<file path="src/rtl/scene_pkg.sv">
// Shared timing, sprite and colour constants for the scene renderer,
// plus the coordinate type and the sprite box test.
package scene_pkg;

  localparam int H_ACTIVE     = 640;
  localparam int H_FP         = 16;
  localparam int H_SYNC       = 96;
  localparam int H_BP         = 48;
  localparam int H_TOTAL      = H_ACTIVE + H_FP + H_SYNC + H_BP;
  localparam int H_SYNC_START = H_ACTIVE + H_FP;
  localparam int H_SYNC_END   = H_SYNC_START + H_SYNC;

  localparam int V_ACTIVE     = 480;
  localparam int V_FP         = 10;
  localparam int V_SYNC       = 2;
  localparam int V_BP         = 33;
  localparam int V_TOTAL      = V_ACTIVE + V_FP + V_SYNC + V_BP;
  localparam int V_SYNC_START = V_ACTIVE + V_FP;
  localparam int V_SYNC_END   = V_SYNC_START + V_SYNC;

  localparam int SCALE_SHIFT = 2;

  localparam logic [9:0] PLAYER_W = 10'd8;
  localparam logic [9:0] PLAYER_H = 10'd8;
  localparam logic [9:0] ENEMY_W  = 10'd8;
  localparam logic [9:0] ENEMY_H  = 10'd8;
  localparam logic [9:0] BULLET_W = 10'd2;
  localparam logic [9:0] BULLET_H = 10'd4;

  localparam logic [11:0] COL_BULLET   = 12'hFFF;
  localparam logic [11:0] COL_PLAYER   = 12'hFF0;
  localparam logic [11:0] COL_ENEMY    = 12'hF00;
  localparam logic [11:0] COL_BG       = 12'h004;
  localparam logic [11:0] COL_INACTIVE = 12'h000;

  typedef logic [8:0] coord_t;

  // Widened to 10 bits so a box near coordinate 511 never wraps back to 0.
  function automatic logic in_box(input coord_t px, input coord_t py,
                                  input coord_t ox, input coord_t oy,
                                  input logic [9:0] w, input logic [9:0] h);
    logic [9:0] x10, y10, ox10, oy10;
    x10  = {1'b0, px};
    y10  = {1'b0, py};
    ox10 = {1'b0, ox};
    oy10 = {1'b0, oy};
    return (x10 >= ox10) && (x10 < ox10 + w) && (y10 >= oy10) && (y10 < oy10 + h);
  endfunction

endpackage

</file>
<file path="src/rtl/vga_timing.sv">
// 640x480@60 raster counters and the first pipeline stage: registered
// active flag, logical coordinates and raw syncs, plus the end-of-frame strobe.
module vga_timing
  import scene_pkg::*;
(
  input  logic   clk,
  input  logic   rst,
  input  logic   pix_en,
  output logic   o_active,
  output coord_t o_lx,
  output coord_t o_ly,
  output logic   o_hsync,
  output logic   o_vsync,
  output logic   o_eof
);

  logic [9:0] r_h_cnt;
  logic [9:0] r_v_cnt;
  logic       r_active;
  coord_t     r_lx;
  coord_t     r_ly;
  logic       r_hsync;
  logic       r_vsync;

  logic w_h_last;
  logic w_v_last;

  assign w_h_last = (r_h_cnt == 10'(H_TOTAL - 1));
  assign w_v_last = (r_v_cnt == 10'(V_TOTAL - 1));
  assign o_eof    = pix_en && w_h_last && w_v_last;

  always_ff @(posedge clk) begin
    if (rst) begin
      r_h_cnt  <= '0;
      r_v_cnt  <= '0;
      r_active <= 1'b0;
      r_lx     <= '0;
      r_ly     <= '0;
      r_hsync  <= 1'b1;
      r_vsync  <= 1'b1;
    end else if (pix_en) begin
      if (w_h_last) begin
        r_h_cnt <= '0;
        r_v_cnt <= w_v_last ? 10'd0 : r_v_cnt + 10'd1;
      end else begin
        r_h_cnt <= r_h_cnt + 10'd1;
      end
      r_active <= (r_h_cnt < 10'(H_ACTIVE)) && (r_v_cnt < 10'(V_ACTIVE));
      r_lx     <= coord_t'(r_h_cnt >> SCALE_SHIFT);
      r_ly     <= coord_t'(r_v_cnt >> SCALE_SHIFT);
      r_hsync  <= !((r_h_cnt >= 10'(H_SYNC_START)) && (r_h_cnt < 10'(H_SYNC_END)));
      r_vsync  <= !((r_v_cnt >= 10'(V_SYNC_START)) && (r_v_cnt < 10'(V_SYNC_END)));
    end
  end

  assign o_active = r_active;
  assign o_lx     = r_lx;
  assign o_ly     = r_ly;
  assign o_hsync  = r_hsync;
  assign o_vsync  = r_vsync;

endmodule

</file>
<file path="src/rtl/scene_renderer.sv">
// Per-frame position snapshot, sprite compositing onto the 160x120 canvas
// and once-per-frame bullet/enemy overlap report.
module scene_renderer
  import scene_pkg::*;
(
  input  logic        clk,
  input  logic        rst,
  input  logic        pix_en,
  input  logic [8:0]  player_x,
  input  logic [8:0]  player_y,
  input  logic [8:0]  enemy_x,
  input  logic [8:0]  enemy_y,
  input  logic [8:0]  bullet_x,
  input  logic [8:0]  bullet_y,
  input  logic        exist_bullet,
  output logic        hsync,
  output logic        vsync,
  output logic [11:0] rgb,
  output logic        frame_start,
  output logic        hit_pulse
);

  logic   w_active;
  coord_t w_lx;
  coord_t w_ly;
  logic   w_hsync;
  logic   w_vsync;
  logic   w_eof;

  vga_timing u_timing (
    .clk      (clk),
    .rst      (rst),
    .pix_en   (pix_en),
    .o_active (w_active),
    .o_lx     (w_lx),
    .o_ly     (w_ly),
    .o_hsync  (w_hsync),
    .o_vsync  (w_vsync),
    .o_eof    (w_eof)
  );

  coord_t      r_player_x, r_player_y;
  coord_t      r_enemy_x, r_enemy_y;
  coord_t      r_bullet_x, r_bullet_y;
  logic        r_exist;
  logic        r_hit_acc;
  logic        r_hsync;
  logic        r_vsync;
  logic [11:0] r_rgb;
  logic        r_frame_start;
  logic        r_hit_pulse;

  logic        w_in_player;
  logic        w_in_enemy;
  logic        w_in_bullet;
  logic [11:0] w_colour;

  assign w_in_player = in_box(w_lx, w_ly, r_player_x, r_player_y, PLAYER_W, PLAYER_H);
  assign w_in_enemy  = in_box(w_lx, w_ly, r_enemy_x, r_enemy_y, ENEMY_W, ENEMY_H);
  assign w_in_bullet = r_exist && in_box(w_lx, w_ly, r_bullet_x, r_bullet_y, BULLET_W, BULLET_H);

  always_comb begin
    w_colour = COL_INACTIVE;
    if (w_active) begin
      if (w_in_bullet)      w_colour = COL_BULLET;
      else if (w_in_player) w_colour = COL_PLAYER;
      else if (w_in_enemy)  w_colour = COL_ENEMY;
      else                  w_colour = COL_BG;
    end
  end

  always_ff @(posedge clk) begin
    if (rst) begin
      r_player_x    <= '0;
      r_player_y    <= '0;
      r_enemy_x     <= '0;
      r_enemy_y     <= '0;
      r_bullet_x    <= '0;
      r_bullet_y    <= '0;
      r_exist       <= 1'b0;
      r_hit_acc     <= 1'b0;
      r_hsync       <= 1'b1;
      r_vsync       <= 1'b1;
      r_rgb         <= '0;
      r_frame_start <= 1'b0;
      r_hit_pulse   <= 1'b0;
    end else begin
      r_frame_start <= w_eof;
      r_hit_pulse   <= w_eof && r_hit_acc;
      // The clear wins over a same-cycle overlap; S2 is in blanking then anyway.
      if (w_eof) begin
        r_player_x <= player_x;
        r_player_y <= player_y;
        r_enemy_x  <= enemy_x;
        r_enemy_y  <= enemy_y;
        r_bullet_x <= bullet_x;
        r_bullet_y <= bullet_y;
        r_exist    <= exist_bullet;
        r_hit_acc  <= 1'b0;
      end else if (pix_en && w_active && w_in_bullet && w_in_enemy) begin
        r_hit_acc <= 1'b1;
      end
      if (pix_en) begin
        r_rgb   <= w_colour;
        r_hsync <= w_hsync;
        r_vsync <= w_vsync;
      end
    end
  end

  assign hsync       = r_hsync;
  assign vsync       = r_vsync;
  assign rgb         = r_rgb;
  assign frame_start = r_frame_start;
  assign hit_pulse   = r_hit_pulse;

endmodule

</file>
<file path="config.mk">
export PLATFORM = sky130hd
export DESIGN_NAME = scene_renderer
export DESIGN_NICKNAME = d
export VERILOG_FILES = /design/src/rtl/scene_pkg.sv /design/src/rtl/vga_timing.sv /design/src/rtl/scene_renderer.sv
export SDC_FILE = /design/constraint.sdc
export NUM_CORES = 1
export LEC_CHECK = 0
export ABC_AREA = 1
export BUFFER_PORTS_ARGS = -buffer_cell sky130_fd_sc_hd__clkbuf_2
export CAP_MARGIN = 10
export CORE_MARGIN = 2
export CORE_UTILIZATION = 50
export CTS_BUF_LIST = sky130_fd_sc_hd__clkbuf_4 sky130_fd_sc_hd__clkbuf_8 sky130_fd_sc_hd__clkbuf_16
export CTS_CLUSTER_DIAMETER = 50
export CTS_CLUSTER_SIZE = 20
export DETAILED_ROUTE_END_ITERATION = 8
export PLACE_DENSITY = 0.7
export SLEW_MARGIN = 20
export SYNTH_ARGS = -nofsm -noshare
export SYNTH_HDL_FRONTEND = slang
export SYNTH_SLANG_ARGS = --single-unit
</file>
<file path="constraint.sdc">
create_clock -name clk -period 2.93 [get_ports clk]
set_input_delay 0.293 -clock clk [delete_from_list [all_inputs] [get_ports clk]]
set_output_delay 0.293 -clock clk [all_outputs]
set_load 0.1 [all_outputs]
</file>
==> impl_results.md, run 1 <==
- DRC errors left: 0
- Startpoint Class: flip-flop
- Boundary pin count: 74
- Die Height: roughly 120 µm
- Most frequent cell on the critical path: nand2_1
- CP top delay family: simple AND/OR/NAND/NOR gates
- Cts bufs inserted: 9
- Worst Setup End Kind: flip-flop
- Worst vdd ir: around 0.35 mV
- Filler cell count: between 1,000 and 1,500
- Overflow after GRT: 0
- Tightest Pin Transition: ~660 ps
- WHS Path Cells: 3
- Synth warn: 0
- Post-Route WL: 14.2 mm
- Core region area: between 10,000 and 15,000 µm²
- Initial DRC count: between 200 and 250
- Final worst setup slack: 701 ps
- # rows: 42
- Status: finished clean
- Final ANT Viol Nets: 0
- Register-to-register setup slack: approximately 700 ps
- Post-CTS setup buffer count: 0
- P_leak: between 3 and 4 nW
- Count of different cell masters after synthesis: 43
- Layout cells sized above 1: a little over a fifth
- Fin area: about 7500 µm²
- Critical Path RT: roughly 3200 ps
- Reg area: about 2100 µm²
- HP Class: in2reg
- Setup Slack @ Placement: around 700 ps
- Flops & latches, synth: approximately 100
- Syn avg cell area: between 7 and 8 µm²
- Largest area contributor in the netlist: dfxtp_1
- Pwr Density: approximately 400 nW/µm²
- DR WL/cell: between 10 and 15 µm
- Largest net degree at the start of global routing: 32
- Clk sink count: about 100
- Clk slew on worst S/H paths: about 70 ps
- Mean number of vias per cell: just under 5
- Max-Slew Margin vs Limit: 56.1%
- CTS resizes: 0
- Most common cell in the netlist: nand2_1
- Port bufs: 73
- Hpwl dp: between 10 and 15 mm
- Aggregate global-route resource usage: between 20% and 30%
- TritonRoute pass-1 iters: 4
- Ys async rst share: 0%
- ANT cells: 0
- H-tree depth: 3
- Area growth syn-to-layout: 10.5%
- CP max FO: 3
- Slew Viols, Final: 0
- Mapped Area: between 6000 and 7000 µm²
- CTS tree: done
- Routability cong.: just under 0.9
- Post-synth EDFFs: 0
- Setup TNS: 0 ps
- Layout Nets: about 1,100
- Critical Path Max Stage Delay: between 300 and 400 ps
- Syn Nets: between 1,000 and 1,500
- Vias in the first global route: ~5,300
- Worst-case reg-to-reg path depth: 16
- Starting density of the core: about half
- Root buf cell: clkbuf_16
- RSZ-0062 raised after global routing: no
- Critical path buffers and inverters: 2
- Tmin final: roughly 2200 ps
- Final critical-path share of the clock period: 76.1%
- Clk buf depth: 2
- Area occupied by multi-input gates: 3930 µm²
- Seq/Total Area, Yosys: 30.5%
- Die Wd: 120 µm
- First-pass GRT wire length: roughly 25 mm
- Placed Area: between 7000 and 8000 µm²
- Worst EP arrival: about 2500 ps
- Largest cells by area after synthesis: dfxtp_1, ha_1, nand2_1, inv_1, o21ai_2
- Syn Inst Count: 880
- Worst-path cell chain: ha_1 > nand2_1 > nor2_1 > xor2_1 > ha_1 > a21oi_1 > nand2_1 > nand2_1 > nand2_1 > nand2_1 > inv_1 > nor2_1 > nand3_1 > nand3_1 > nand2_1 > inv_1
- Critical Path Slowest Stage Cell: dfxtp_1
- Initial antenna violation count: 0
- Crit Path Category: reg2reg
- Power, Total: ~3.0 mW
- Final Hold Viols: 0
- DIE AREA: ~14,000 µm²
- FMAX: approximately 450 MHz
- Top-area cell type share of the netlist area: 30.5%
- Final setup viols: 0
- Post-CTS Hold Buffers: 0
- Worst skew pair latency: roughly 350 ps
- Worst-case clock skew: approximately 6.6 ps
- WHS: 140 ps
- Post-synth top cells: nand2_1, inv_1, dfxtp_1, ha_1, a21oi_1
- DR vias: between 5,000 and 6,000
- Synth Flop Type: dfxtp_1
- Number of max-cap violations: 0
- Number of cells on the critical path: 16
[final timing paths]
path                          endpoint                        from
min          r_enemy_y[2]$_SDFFE_PP0P_                  enemy_y[2]
max reg2reg       rgb[10]$_SDFFE_PP0P_  r_bullet_x[1]$_SDFFE_PP0P_
min reg2reg     r_hit_acc$_SDFFE_PP0P_      r_hit_acc$_SDFFE_PP0P_
max               rgb[10]$_SDFFE_PP0P_  r_bullet_x[1]$_SDFFE_PP0P_
[final cells by class]
class	count	share of cell area, %
multi-input combinational	609	52.6
sequential	103	27.6
inverter	140	7.13
timing repair buffer	78	5.89
clock buffer	14	3.68
tap	176	2.95
clock inverter	2	0.201
[state kept, by name (all words and copies together) (netlist names), 4 cells and up]
signal            count
u_timing.o_lx         8
u_timing.o_ly         8
u_timing.r_v_cnt     10
r_enemy_x             9
u_timing.r_h_cnt     10
r_enemy_y             9
r_bullet_x            9
r_player_x            9
r_bullet_y            9
rgb                   4
r_player_y            9
[stage by stage]
step	util, %	cells
after global placement	54.3	1106
after global routing	56.5	1122
after floorplan	-	880
final	56.5	1122
after CTS	56.5	1122
after detailed placement	54.3	1106
[cell families after synthesis]
family / after synthesis / synth area share [%]
flops: 103 / 30.5
xor+xnor: 24 / 3.11
fa+ha+maj: 91 / 16.8
compound gates: 159 / 14.7
simple gates: 335 / 23.5
buf+inv: 168 / 11.4
[cells in the final DEF (no fill, tap or decap), drive strengths merged, types with 18 or more instances in the layout]
cell type / n
nand3: 31
xor2: 18
nor2: 67
nor3: 18
nand2: 200
a21oi: 63
o21ai: 81
ha: 91
dfxtp: 103
clkbuf: 87
inv: 140
[worst reg2reg max path, cell delays in order (launching register included)]
cell,delay (ps)
dfxtp_1,370
ha_1,200
nand2_1,70
nor2_1,160
xor2_1,170
ha_1,260
a21oi_1,160
nand2_1,80
nand2_1,60
nand2_1,40
nand2_1,50
inv_1,30
nor2_1,110
nand3_1,160
nand3_1,130
nand2_1,50
inv_1,60
[power breakdown]
group	switching (mW)	total, mW	internal, mW
logic	0.241	0.385	0.144
clock network	0.524	1.18	0.652
registers	0.0307	1.45	1.42
total	0.796	3.01	2.21
[per-layer routing]
| metal | vias to the layer above | share of wire (%) | GRT usage, % |
|---|---|---|---|
| met4 | 0 | 1.3 | 4.87 |
| met2 | 70 | 45 | 35.0 |
| met5 | - | 0 | 0 |
| met1 | 2455 | 50 | 28.1 |
| met3 | 13 | 3.5 | 4.43 |
| li1 | 2974 | - | - |
(Power assumes the default switching activity.)
==> inputs of run 2 (changes only) <==
--- a/config.mk
+++ b/config.mk
@@ -14,7 +14,7 @@
 export CTS_CLUSTER_DIAMETER = 50
 export CTS_CLUSTER_SIZE = 20
 export DETAILED_ROUTE_END_ITERATION = 8
-export PLACE_DENSITY = 0.7
+export PLACE_DENSITY = 0.72
 export SLEW_MARGIN = 20
 export SYNTH_ARGS = -nofsm -noshare
 export SYNTH_HDL_FRONTEND = slang
==> constraint.sdc (replaced) <==
create_clock -name clk -period 2 [get_ports clk]
set_input_delay 0.2 -clock clk [delete_from_list [all_inputs] [get_ports clk]]
set_output_delay 0.2 -clock clk [all_outputs]
set_load 0.1 [all_outputs]
==> run 2 against run 1 <==
Against the previous run: the flow now finishes with violations (negative setup slack); fmax is 9.4% higher; wire length is 3.6% higher; register-to-register slack worse by 740 ps; via count is 3.8% higher; setup slack worse by 740 ps; utilization is 3.8 points higher; critical path type unchanged; highest routed layer unchanged.
==> impl_results.md, run 2 (synthesis results as in run 1) <==
- Number of max-cap violations: 0 (unchanged)
- Status: finished, violations left
- CP endpoint: rgb[2]$_SDFFE_PP0P_
- Final Util: 60.3% (+3.8 points)
- Post-CTS setup buffer count: 0 (unchanged)
- CP max FO: 3 (unchanged)
- WHS Path Cells: 3 (unchanged)
- Startpoint Class: flip-flop
- Core region area: 13,200 µm² (unchanged)
- Final ANT Viol Nets: 0 (unchanged)
- Mean number of vias per cell: 4.97 (+1.2%)
- Final worst setup slack: -37.8 ps (-739 ps)
- Crit Path Category: reg2reg
- RSZ-0062 raised after global routing: yes
- Placed Cells: 1,135 (+2.6%)
- Commonest non-fill, non-tap cell in the layout: nand2_1
- Layout cells sized above 1: 29.3% (+8.5 points)
- DR WL/cell: 12.8 µm (+0.97%)
- Critical Path RT: 2290 ps (-940 ps)
- Final critical-path share of the clock period: 102% (+26 points)
- Setup Slack @ Placement: -146 ps (-846 ps)
- Worst skew pair latency: 360 ps (about the same)
- Tmin final: 2040 ps (-191 ps)
- Boundary pin count: 74 (unchanged)
- Die Height: 120 µm (unchanged)
- Worst Setup End Kind: flip-flop
- First-pass GRT wire length: 25.5 mm (+3.4%)
- Die Wd: 120 µm (unchanged)
- Pwr Density: 571 nW/µm² (+42%)
- Clk slew on worst S/H paths: 70 ps (about the same)
- P_leak: 3.71 nW (+6.2%)
- Final setup viols: 2 (+2)
- Commonest non-fill, non-tap cells in the layout: nand2_1, inv_1, dfxtp_1
- Tightest Pin Transition: 575 ps (-82.5 ps)
- Routability cong.: 0.855 (-3.0%)
- Worst vdd ir: 0.434 mV (+25%)
- DR vias: 5,723 (+3.8%)
- H-tree depth: 3 (unchanged)
- Cts bufs inserted: 9 (unchanged)
- Clk buf depth: 2 (unchanged)
- Crit path from: r_bullet_x[1]$_SDFFE_PP0P_
- Top Registers: u_timing.r_h_cnt x10, u_timing.r_v_cnt x10
- Area occupied by multi-input gates: 4170 µm² (+6.1%)
- Max-Slew Margin vs Limit: 61.6% (+5.6 points)
- CTS tree: done
- Power, Total: 4.56 mW (+51%)
- Overflow after GRT: 0 (unchanged)
- Slew Viols, Final: 0 (unchanged)
- Initial DRC count: 197 (-15%)
- Largest net degree at the start of global routing: 24 (-25%)
- Failing checks: negative setup slack
- Post-Route WL: 14.7 mm (+3.6%)
- Finished Layout Cells: 1,151 (+2.6%)
- Port bufs: 73 (unchanged)
- DRC errors left: 0 (unchanged)
- Post-CTS Hold Buffers: 0 (unchanged)
- Reg area: 2090 µm² (+1.4%)
- Layout Nets: 1,119 (+2.7%)
- FMAX: 491 MHz (+9.4%)
- Hpwl dp: 11.2 mm (+2.7%)
- Reg-to-reg endpoint: rgb[2]$_SDFFE_PP0P_
- Worst EP arrival: 2320 ps (-210 ps)
- Register-to-register setup slack: -40 ps (-740 ps)
- Worst-case clock skew: 7.55 ps (+0.905 ps)
- Vias in the first global route: 5,516 (+3.2%)
- ANT cells: 0 (unchanged)
- # rows: 42 (unchanged)
- Root buf cell: clkbuf_16
- Area growth syn-to-layout: 18.0%
- Worst-case reg-to-reg path depth: 16 (unchanged)
- Final Hold Viols: 0 (unchanged)
- Filler cell count: 1,222 (-4.7%)
- Starting density of the core: 51.1% (unchanged)
- Clk sink count: 103 (unchanged)
- Aggregate global-route resource usage: 21.8% (+0.77 points)
- Initial antenna violation count: 0 (unchanged)
- HP Class: in2reg
- RR Startpoint: r_bullet_x[1]$_SDFFE_PP0P_
- TritonRoute pass-1 iters: 4 (unchanged)
- DIE AREA: 14,500 µm² (unchanged)
## run 2: cell count changes in the layout (fill, tap and decap cells not counted), sizes merged
| cell | delta |
|---|---|
| clkbuf | -4 |
| inv | +2 |
| clkinvlp | -2 |
| bufinv | +1 |
| buf | +29 |
| clkinv | +3 |
## run 2: worst max-delay path, stage by stage (launching register included)
cell and delay (ps):
dfxtp_4 370, ha_4 150, nand2_4 50, nor2_4 100
xor2_1 180, ha_1 260, a21oi_1 150, nand2_1 70
nand2_1 60, nand2_1 40, nand2_1 70, inv_2 40
nor2_4 90, inv_2 50, nor2_4 80, nor2_1 50
a21oi_1 130
## run 2: metal layers
metal  share of wire (%)  global-route usage (%)
met1                  49                    29.2
met2                  46                    36.2
met3                 3.2                    4.58
met4                 1.1                    5.23
met5                   0                       0
## run 2: power breakdown
| part | total, mW | internal [mW] | switching [mW] | leakage (nW) |
|---|---|---|---|---|
| registers | 2.12 | 2.07 | 0.0432 | 0.843 |
| clock network | 1.82 | 0.997 | 0.827 | 0.152 |
| logic | 0.619 | 0.242 | 0.376 | 2.71 |
| total | 4.56 | 3.31 | 1.25 | 3.71 |
## run 2: metrics by stage
stage / TNS, ps / instance area, µm² / hold WS [ps]
after floorplan: 0 / 6770 / 303
after global placement: -288 / 7400 / 402
after detailed placement: -609 / 7400 / 407
after CTS: -79.6 / 7820 / 34.5
after global routing: -837 / 7990 / 35.5
final: -64.2 / 7990 / 40.1
## run 2: timing repair
item                       CTS  global route
pin swaps                   13            12
resized for setup           31            49
setup endpoints to repair    5            27
gates cloned                 0             0
## run 2: area by class of cell
type | instances | area share (%)
Clock buffer | 10 | 2.91
Clock inverter | 6 | 0.862
Inverter | 140 | 6.71
Multi-Input combinational cell | 609 | 52.2
Sequential cell | 103 | 26.2
Tap cell | 176 | 2.76
Timing Repair Buffer | 107 | 8.34
## run 2: worst min path at each step
stage / slack (ps) / to / start
2_1_floorplan: 300 / r_bullet_x[1]$_SDFFE_PP0P_ / bullet_x[1]
3_3_place_gp: 400 / r_bullet_y[1]$_SDFFE_PP0P_ / bullet_y[1]
3_5_place_dp: 410 / r_player_x[4]$_SDFFE_PP0P_ / player_x[4]
4_1_cts: 30 / r_player_x[4]$_SDFFE_PP0P_ / player_x[4]
5_1_grt: 40 / r_player_y[4]$_SDFFE_PP0P_ / player_y[4]
6_report: 40 / r_bullet_x[3]$_SDFFE_PP0P_ / bullet_x[3]
